**config.mk**
```make
export PLATFORM = sky130hd
export DESIGN_NAME = sun_pll_lockdet
export DESIGN_NICKNAME = d
export VERILOG_FILES = /design/src/rtl/sun_pll_pkg.sv /design/src/rtl/sun_pll_sync2.sv /design/src/rtl/sun_pll_lockdet.sv
export SDC_FILE = /design/constraint.sdc
export NUM_CORES = 1
export LEC_CHECK = 0
export ABC_CLOCK_PERIOD_IN_PS = 2800
export CORE_MARGIN = 1
export CORE_UTILIZATION = 61
export CTS_CLUSTER_SIZE = 8
export DETAILED_ROUTE_END_ITERATION = 10
export DONT_BUFFER_PORTS = 1
export PLACE_DENSITY = 0.77
export SETUP_SLACK_MARGIN = 0.4
export SLEW_MARGIN = 20
export SYNTH_ARGS = -nofsm -noshare
export SYNTH_HDL_FRONTEND = slang
export SYNTH_SLANG_ARGS = --single-unit
```
**constraint.sdc**
```tcl
create_clock -name CK -period 2.8 [get_ports CK]
set_input_delay 0.56 -clock CK [delete_from_list [all_inputs] [get_ports CK]]
set_output_delay 0.56 -clock CK [all_outputs]
set_load 0.1 [all_outputs]
```
**src/rtl/sun_pll_pkg.sv**
```systemverilog
// rtl/sun_pll_pkg.sv - shared types and default constants for the PLL lock detector
package sun_pll_pkg;

  typedef enum logic [1:0] {
    IDLE   = 2'd0,
    FIRST  = 2'd1,
    TRACK  = 2'd2,
    LOCKED = 2'd3
  } lockdet_state_t;

  localparam int SUN_PLL_DIV_N      = 32;
  localparam int SUN_PLL_TOL        = 1;
  localparam int SUN_PLL_LOCK_CNT   = 8;
  localparam int SUN_PLL_UNLOCK_CNT = 2;

endpackage

```
**src/rtl/sun_pll_sync2.sv**
```systemverilog
// rtl/sun_pll_sync2.sv - two-flop synchronizer with rising-edge pulse
module sun_pll_sync2 (
  input  logic CK,
  input  logic RST,
  input  logic D,
  output logic Q,
  output logic RISE
);

  logic meta;
  logic sync;
  logic prev;

  // Metastability chain plus one history flop for edge detection
  always_ff @(posedge CK) begin
    if (RST) begin
      meta <= 1'b0;
      sync <= 1'b0;
      prev <= 1'b0;
    end else begin
      meta <= D;
      sync <= meta;
      prev <= sync;
    end
  end

  assign Q    = sync;
  assign RISE = sync & ~prev;

endmodule

```
**src/rtl/sun_pll_lockdet.sv**
```systemverilog
// rtl/sun_pll_lockdet.sv - PLL lock detector and frequency monitor on CK
module sun_pll_lockdet
  import sun_pll_pkg::*;
#(
  parameter int DIV_N      = SUN_PLL_DIV_N,
  parameter int TOL        = SUN_PLL_TOL,
  parameter int LOCK_CNT   = SUN_PLL_LOCK_CNT,
  parameter int UNLOCK_CNT = SUN_PLL_UNLOCK_CNT,
  parameter int CNT_W      = 8
) (
  input  logic             CK,
  input  logic             RST,
  input  logic             CK_REF,
  input  logic             PWRUP_1V8,
  output logic             LOCK,
  output logic             CNT_VALID,
  output logic [CNT_W-1:0] CNT_LAST,
  output logic             ERR_FAST,
  output logic             ERR_SLOW
);

  localparam int GOOD_W = $clog2(LOCK_CNT + 1);
  localparam int BAD_W  = $clog2(UNLOCK_CNT + 1);

  localparam logic [CNT_W-1:0]  CNT_MAX   = {CNT_W{1'b1}};
  localparam logic [CNT_W-1:0]  PER_LO    = CNT_W'(DIV_N - TOL);
  localparam logic [CNT_W-1:0]  PER_HI    = CNT_W'(DIV_N + TOL);
  localparam logic [GOOD_W-1:0] GOOD_LAST = GOOD_W'(LOCK_CNT - 1);
  localparam logic [BAD_W-1:0]  BAD_LAST  = BAD_W'(UNLOCK_CNT - 1);

  lockdet_state_t   state, state_n;
  logic [CNT_W-1:0] cnt, cnt_n, cnt_inc;
  logic [GOOD_W-1:0] good_cnt, good_n;
  logic [BAD_W-1:0]  bad_cnt, bad_n;
  logic             lock_n, valid_n, fast_n, slow_n;
  logic [CNT_W-1:0] last_n;
  logic             ref_tick;
  logic             too_fast, too_slow, per_good, saturated;

  sun_pll_sync2 u_ref_sync (
    .CK   (CK),
    .RST  (RST),
    .D    (CK_REF),
    .Q    (),
    .RISE (ref_tick)
  );

  assign saturated = (cnt == CNT_MAX);
  assign cnt_inc   = saturated ? CNT_MAX : cnt + CNT_W'(1);
  assign too_fast  = (cnt < PER_LO);
  assign too_slow  = (cnt > PER_HI);
  assign per_good  = !too_fast && !too_slow;

  // State, counters and all outputs registered together so LOCK comes straight from a flop
  always_ff @(posedge CK) begin
    if (RST) begin
      state     <= IDLE;
      cnt       <= '0;
      good_cnt  <= '0;
      bad_cnt   <= '0;
      LOCK      <= 1'b0;
      CNT_VALID <= 1'b0;
      CNT_LAST  <= '0;
      ERR_FAST  <= 1'b0;
      ERR_SLOW  <= 1'b0;
    end else begin
      state     <= state_n;
      cnt       <= cnt_n;
      good_cnt  <= good_n;
      bad_cnt   <= bad_n;
      LOCK      <= lock_n;
      CNT_VALID <= valid_n;
      CNT_LAST  <= last_n;
      ERR_FAST  <= fast_n;
      ERR_SLOW  <= slow_n;
    end
  end

  // Next state: power-down beats timeout, timeout beats the per-tick measurement
  always_comb begin
    state_n = state;
    cnt_n   = cnt;
    good_n  = good_cnt;
    bad_n   = bad_cnt;
    lock_n  = LOCK;
    valid_n = 1'b0;
    last_n  = CNT_LAST;
    fast_n  = ERR_FAST;
    slow_n  = ERR_SLOW;

    if (!PWRUP_1V8) begin
      state_n = IDLE;
      cnt_n   = '0;
      good_n  = '0;
      bad_n   = '0;
      lock_n  = 1'b0;
      fast_n  = 1'b0;
      slow_n  = 1'b0;
    end else begin
      case (state)
        IDLE: begin
          cnt_n   = '0;
          state_n = FIRST;
        end
        FIRST: begin
          cnt_n = ref_tick ? CNT_W'(1) : cnt_inc;
          if (ref_tick) begin
            state_n = TRACK;
            good_n  = '0;
            bad_n   = '0;
          end
        end
        TRACK, LOCKED: begin
          cnt_n = ref_tick ? CNT_W'(1) : cnt_inc;
          if (ref_tick) begin
            valid_n = 1'b1;
            last_n  = cnt;
            if (too_fast) fast_n = 1'b1;
            if (too_slow) slow_n = 1'b1;
          end
          if (saturated) begin
            // Reference vanished: drop lock immediately, ignoring hysteresis
            slow_n  = 1'b1;
            lock_n  = 1'b0;
            state_n = FIRST;
            good_n  = '0;
            bad_n   = '0;
          end else if (ref_tick) begin
            if (state == TRACK) begin
              if (per_good) begin
                if (good_cnt == GOOD_LAST) begin
                  state_n = LOCKED;
                  lock_n  = 1'b1;
                  good_n  = '0;
                  bad_n   = '0;
                end else begin
                  good_n = good_cnt + GOOD_W'(1);
                end
              end else begin
                good_n = '0;
              end
            end else begin
              if (per_good) begin
                bad_n = '0;
              end else if (bad_cnt == BAD_LAST) begin
                state_n = TRACK;
                lock_n  = 1'b0;
                good_n  = '0;
                bad_n   = '0;
              end else begin
                bad_n = bad_cnt + BAD_W'(1);
              end
            end
          end
        end
        default: state_n = IDLE;
      endcase
    end
  end

endmodule

```
; ---- Word level (Yosys, flattened, before mapping)
; Index checks and enable logic that the tools add are counted.
[classes]
n_addsub = 3
multipliers = 0
n_div = 0
n_lt_le_gt_ge = 2
n_eq_ne = 16
shift = 0
muxes = 41
n_bitwise = 4
n_reduce_logical = 19
[op_table]
columns = cell, count
row1 = 2-bit 2-to-1 mux, 16
row2 = 4-bit 2-to-1 mux, 8
row3 = 4-bit != test (second input constant), 5
row4 = 8-bit 2-to-1 mux, 2
row5 = 8-bit one-hot mux with 2 select lines, 1
row6 = 6-bit AND reduction, 2
row7 = 1-bit 2-to-1 mux, 11
row8 = 5-bit AND reduction, 2
row9 = 3-bit AND reduction, 3
row10 = 8-bit by 1-bit adder with 8-bit output (second input constant), 1
row11 = 8-bit equality test (second input constant), 1
row12 = 8-bit by 6-bit greater-than comparator with 1-bit output (second input constant), 1
row13 = 8-bit by 5-bit less-than comparator with 1-bit output (second input constant), 1
row14 = 4-bit one-hot mux with 2 select lines, 1
row15 = 3-bit != test (second input constant), 2
row16 = 2-bit one-hot mux with 3 select lines, 1
row17 = 2-bit nonzero test, 3
row18 = 3-bit OR reduction, 2
row19 = 4-bit by 1-bit adder with 4-bit output (second input constant), 1
row20 = 2-bit by 1-bit equality test with 1-bit output (second input constant), 2
row21 = 2-bit equality test (second input constant), 2
row22 = 4-bit by 3-bit equality test with 1-bit output (second input constant), 1
row23 = 2-bit one-hot mux with 2 select lines, 1
row24 = 2-bit OR reduction, 2
row25 = other kinds (10), 13
[word_totals]
reg_bits = 31
latch_bits = 0
ramBits = 0
mem_bits_ro = 0
input_bits = 4
output_inout_bits = 12
elab_cells = 97
memories = 0

; ---- Depth between registers and ports, before layout
[logic_depth]
word_depth = 8
mapped_depth = 7
ltp_nobuf = 7

; ---- By module
; From an unflattened synthesis, not the netlist that was laid out.
[unflattened]
hier_cells = 164
area_unflattened_um2 = 1420.1
[modules_own_cells]
columns = mod, instances, cells_per_inst, area_per_inst_um2, seq_area_each_um2
row1 = sun_pll_lockdet, 1, 157, 1332.5, 560.5
row2 = sun_pll_sync2, 1, 7, 87.6, 60.1

; ---- Least setup slack after synthesis
; Ideal clock, no wire load.
[synth_path]
path_kind = register -> register
from = register cnt[0]
to = register good_cnt[1]
setup_ns = 0.070
t_arrival_ns = 1.918
required_ns = 2.730
slack_ns = 0.811
path_stages_with_launch = 8
n_path_buf = 1
synth_period_minus_slack_ns = 1.989
cell_sequence = dfxtp_1 -> ha_1 -> and4_4 -> and2_1 -> clkbuf_1 -> o22ai_1 -> or4b_1 -> a21oi_1
[synth_between]
elab_chain_cells = 8
word_cells_on_any_way = 15
cone_classes = 2 x order compare / 4 x eq/ne / 5 x mux / 4 x reduce/logical
[synth_rtl]
columns = item, line
row1 = "start, declared", sun_pll_lockdet.sv:32  ; logic [CNT_W-1:0] cnt, cnt_n, cnt_inc;
row2 = "start signal, assigned", sun_pll_lockdet.sv:68  ; cnt <= cnt_n;
row3 = 8-bit by 5-bit less-than comparator with 1-bit output / 8-bit by 6-bit greater-than comparator with 1-bit output (equally long branches), "sun_pll_lockdet.sv:50, sun_pll_lockdet.sv:51"
row4 = 1-bit logical NOT, sun_pll_lockdet.sv:52  ; assign per_good = !too_fast && !too_slow;
row5 = 1-bit logical AND, sun_pll_lockdet.sv:52
row6 = 4-bit 2-to-1 mux, sun_pll_lockdet.sv:130  ; if (per_good) begin
row7 = 4-bit 2-to-1 mux, sun_pll_lockdet.sv:129  ; if (state == TRACK) begin
row8 = 4-bit 2-to-1 mux, sun_pll_lockdet.sv:128  ; end else if (ref_tick) begin
row9 = 4-bit 2-to-1 mux, sun_pll_lockdet.sv:121  ; if (saturated) begin
row10 = 4-bit one-hot mux with 2 select lines, sun_pll_lockdet.sv:100  ; case (state)
row11 = "end signal, assigned", sun_pll_lockdet.sv:69  ; good_cnt <= good_n;
row12 = "end, declared", sun_pll_lockdet.sv:33  ; logic [GOOD_W-1:0] good_cnt, good_n;
; Parallel ways exist; a longest one is shown, timed or not. The select of a mux whose other input is x is not followed.
; A chain may end at the register's enable or synchronous reset.

; ---- Worst setup path after layout
[layout_path]
from = register cnt[5]
to = register good_cnt[1]
; Same word-level chain as after synthesis.

==> results.toml <==
[status]
status = "finished clean"

[finish]
final_nets = 185
utilization = 0.700
final_cell_mix = "dfxtp_1, nand2_1, a21oi_1, nor2_1, nand3_1"
area_delta_synth_final_pct = 5.25
drive_above_1_share = 0.0899
layout_commonest_cell = "dfxtp_1"
diodes = 0

[die]
die_h_um = 51.6
ioPinCount = 16
die_w_um = 51.6
coreArea_um2 = 2250
dieArea_um2 = 2660
start_util = 0.665
row_count = 17

[routing]
antenna_left = 0
wl_um = 3150
viasPerCell = 6.25
route.detailed.drc = 0
first_pass_iters = 4
wire_per_inst_um = 15.3
drt_iter0_markers = 43
vias = 1287

[cts]
cts-root-buf = "clkbuf_4"
path_clk_slew_ns = 0.10
cts_sinks = 31
cts_inserted_buffers = 5
cts_resized = 0
clk_latency_ns = 0.34
cts_tree = "built"
cts.path.max_buffers = 2
htree_num_levels = 2
hold_buffers = 0
postCtsSetupBuffers = 0

[global_route]
grt_util_met1 = 0.354
grt_util_all_layers = 0.273
grt_pass1_wl_um = 5340
antenna_found_initial = 0
use_met3 = 0.0936
met2_usage = 0.420
overflow = 0
first_global_vias = 1215
globalRoute.busiestLayer = "met2"
grt_max_degree = 18

[hold_path]
hold_class = "in2reg"
hold_depth = 1

[sta]
setup_violations = 0
setup_tns_ns = 0
worst_slew_pin_slew_ns = 0.980
slew_viol_final = 0
max_slew_margin = 0.346
rsz0062_at_grt = "no"
fmax_mhz = 459
finalClockSkew_ns = 0.00830
finalHoldViolCount = 0
layout_min_cycle_time_ns = 2.18
layout_setup_ws_ns = 0.624
min_period_over_period = 0.777
fin_hold_ws_ns = 0.273

[synth]
syn_nets = 187
ys_ff_latch = 31
yosys_warnings = 0
yosys.area.top_type = "dfxtp_1"
synth_edf_count = 0
synth_top_area_share = 0.414
async_flop_share = 0
yosysSeqAreaShare = 0.414
synth-main-ff-cell = "dfxtp_1"
synth_area_per_cell_um2 = 8.38
synth_cells = 179
netlist_area_um2 = 1500
ys_top_cells_by_area = "dfxtp_1, a21oi_1, nand2_1"
yosysUniqueCellTypes = 46

[worst_setup_path]
start_kind = "register"
critPathMaxStageDelay_ns = 0.58
slowest_stage = "dfxtp_1"
ff2ff_path_depth = 5
critical_path_peak_fanout = 10
cp.arrival_ns = 2.44
path_cells = "or4b_4 -> o22ai_4 -> nand3_4 -> or4b_1 -> a21oi_1"
criticalPathCategory = "reg2reg"
cp_data_required_time_ns = 3.07
cp-end-kind = "register"

[power]
total_power_uw = 831
pwr_density_cell_nw_per_um2 = 526
p_leak_uw = 0.000521
peakVddDrop_mv = 0.445

[placed_design]
place_ws_ns = 0.687
place_congestion = 0.864
hpwl_um = 2230
port_buffers = 0

[run]
cap_violations = 0
## Yosys cell counts, types with 2 or more instances
library cell   n
a211oi_1       2
a21oi_1       21
a31oi_1        3
and2_1         3
and3_1         5
clkbuf_1       6
dfxtp_1       31
ha_1           4
inv_1          5
nand2_1       26
nand2b_1       5
nand3_1        7
nor2_1        10
nor2b_1        5
nor3_1         6
o211ai_1       2
o21ai_0        6
o31ai_1        3
xnor2_1        2
## through the flow
stage | std cells | instance area [um^2]
floorplan | 179 | 1500
global placement | 198 | 1490
detailed placement | 198 | 1490
CTS | 206 | 1580
global route | 206 | 1580
finish | 206 | 1580
## sequential cells by signal, summed over array words and instances, names as in the netlist
name             count
cnt                  8
CNT_VALID            1
u_ref_sync.meta      1
ERR_SLOW             1
ERR_FAST             1
CNT_LAST             8
state                2
good_cnt             4
u_ref_sync.Q         1
u_ref_sync.prev      1
bad_cnt              2
LOCK                 1
## routing by layer
| layer | part of all wire | up-vias |
|---|---|---|
| met5 | 0 | - |
| met4 | 0.014 | 0 |
| met3 | 0.061 | 7 |
| met2 | 0.45 | 33 |
| met1 | 0.47 | 605 |
| li1 | - | 642 |
## logic make-up (layout without fill, tap and decap cells)
logic type / Yosys count / in the layout / share of synthesized area
and+or+nand+nor: 77 / 77 / 0.274
AOI/OAI and AO/OA: 48 / 48 / 0.209
DFF: 31 / 31 / 0.414
buffers and inverters: 15 / 14 / 0.0459
adders and majority gates: 4 / 4 / 0.0334
xor gates and xnor gates: 3 / 3 / 0.0175
muxes: 1 / 1 / 0.00667
## worst max-delay path: cells and delay by family (launching register included)
| kind | cells | cell delay, ns |
|---|---|---|
| AOI/OAI and AO/OA | 2 | 0.37 |
| DFF | 1 | 0.58 |
| and+or+nand+nor | 3 | 1.14 |
## cell type report
type	count	area [um^2]
multi-input combinational	133	811
fill	197	676
sequential	31	621
clock buffer	6	51.3
clock inverter	2	35.0
tap	28	35.0
inverter	5	18.8
timing repair buffer	1	7.51
## where the power goes
part	internal [uW]	switching, uW	total (uW)
logic	5.42	10.1	15.5
clock network	211	158	368
registers	444	3.11	447
## path summary, 6_finish.rpt
path	startpoint	slack, ns	end
max	cnt[5]$_SDFF_PP0_	0.62	good_cnt[1]$_SDFFE_PP0P_
min	RST	0.27	CNT_LAST[4]$_SDFFE_PP0P_
max reg2reg	cnt[5]$_SDFF_PP0_	0.62	good_cnt[1]$_SDFFE_PP0P_
min reg2reg	bad_cnt[1]$_SDFFE_PP0P_	0.44	bad_cnt[1]$_SDFFE_PP0P_
Note: power is estimated with default switching activity, not from simulation.
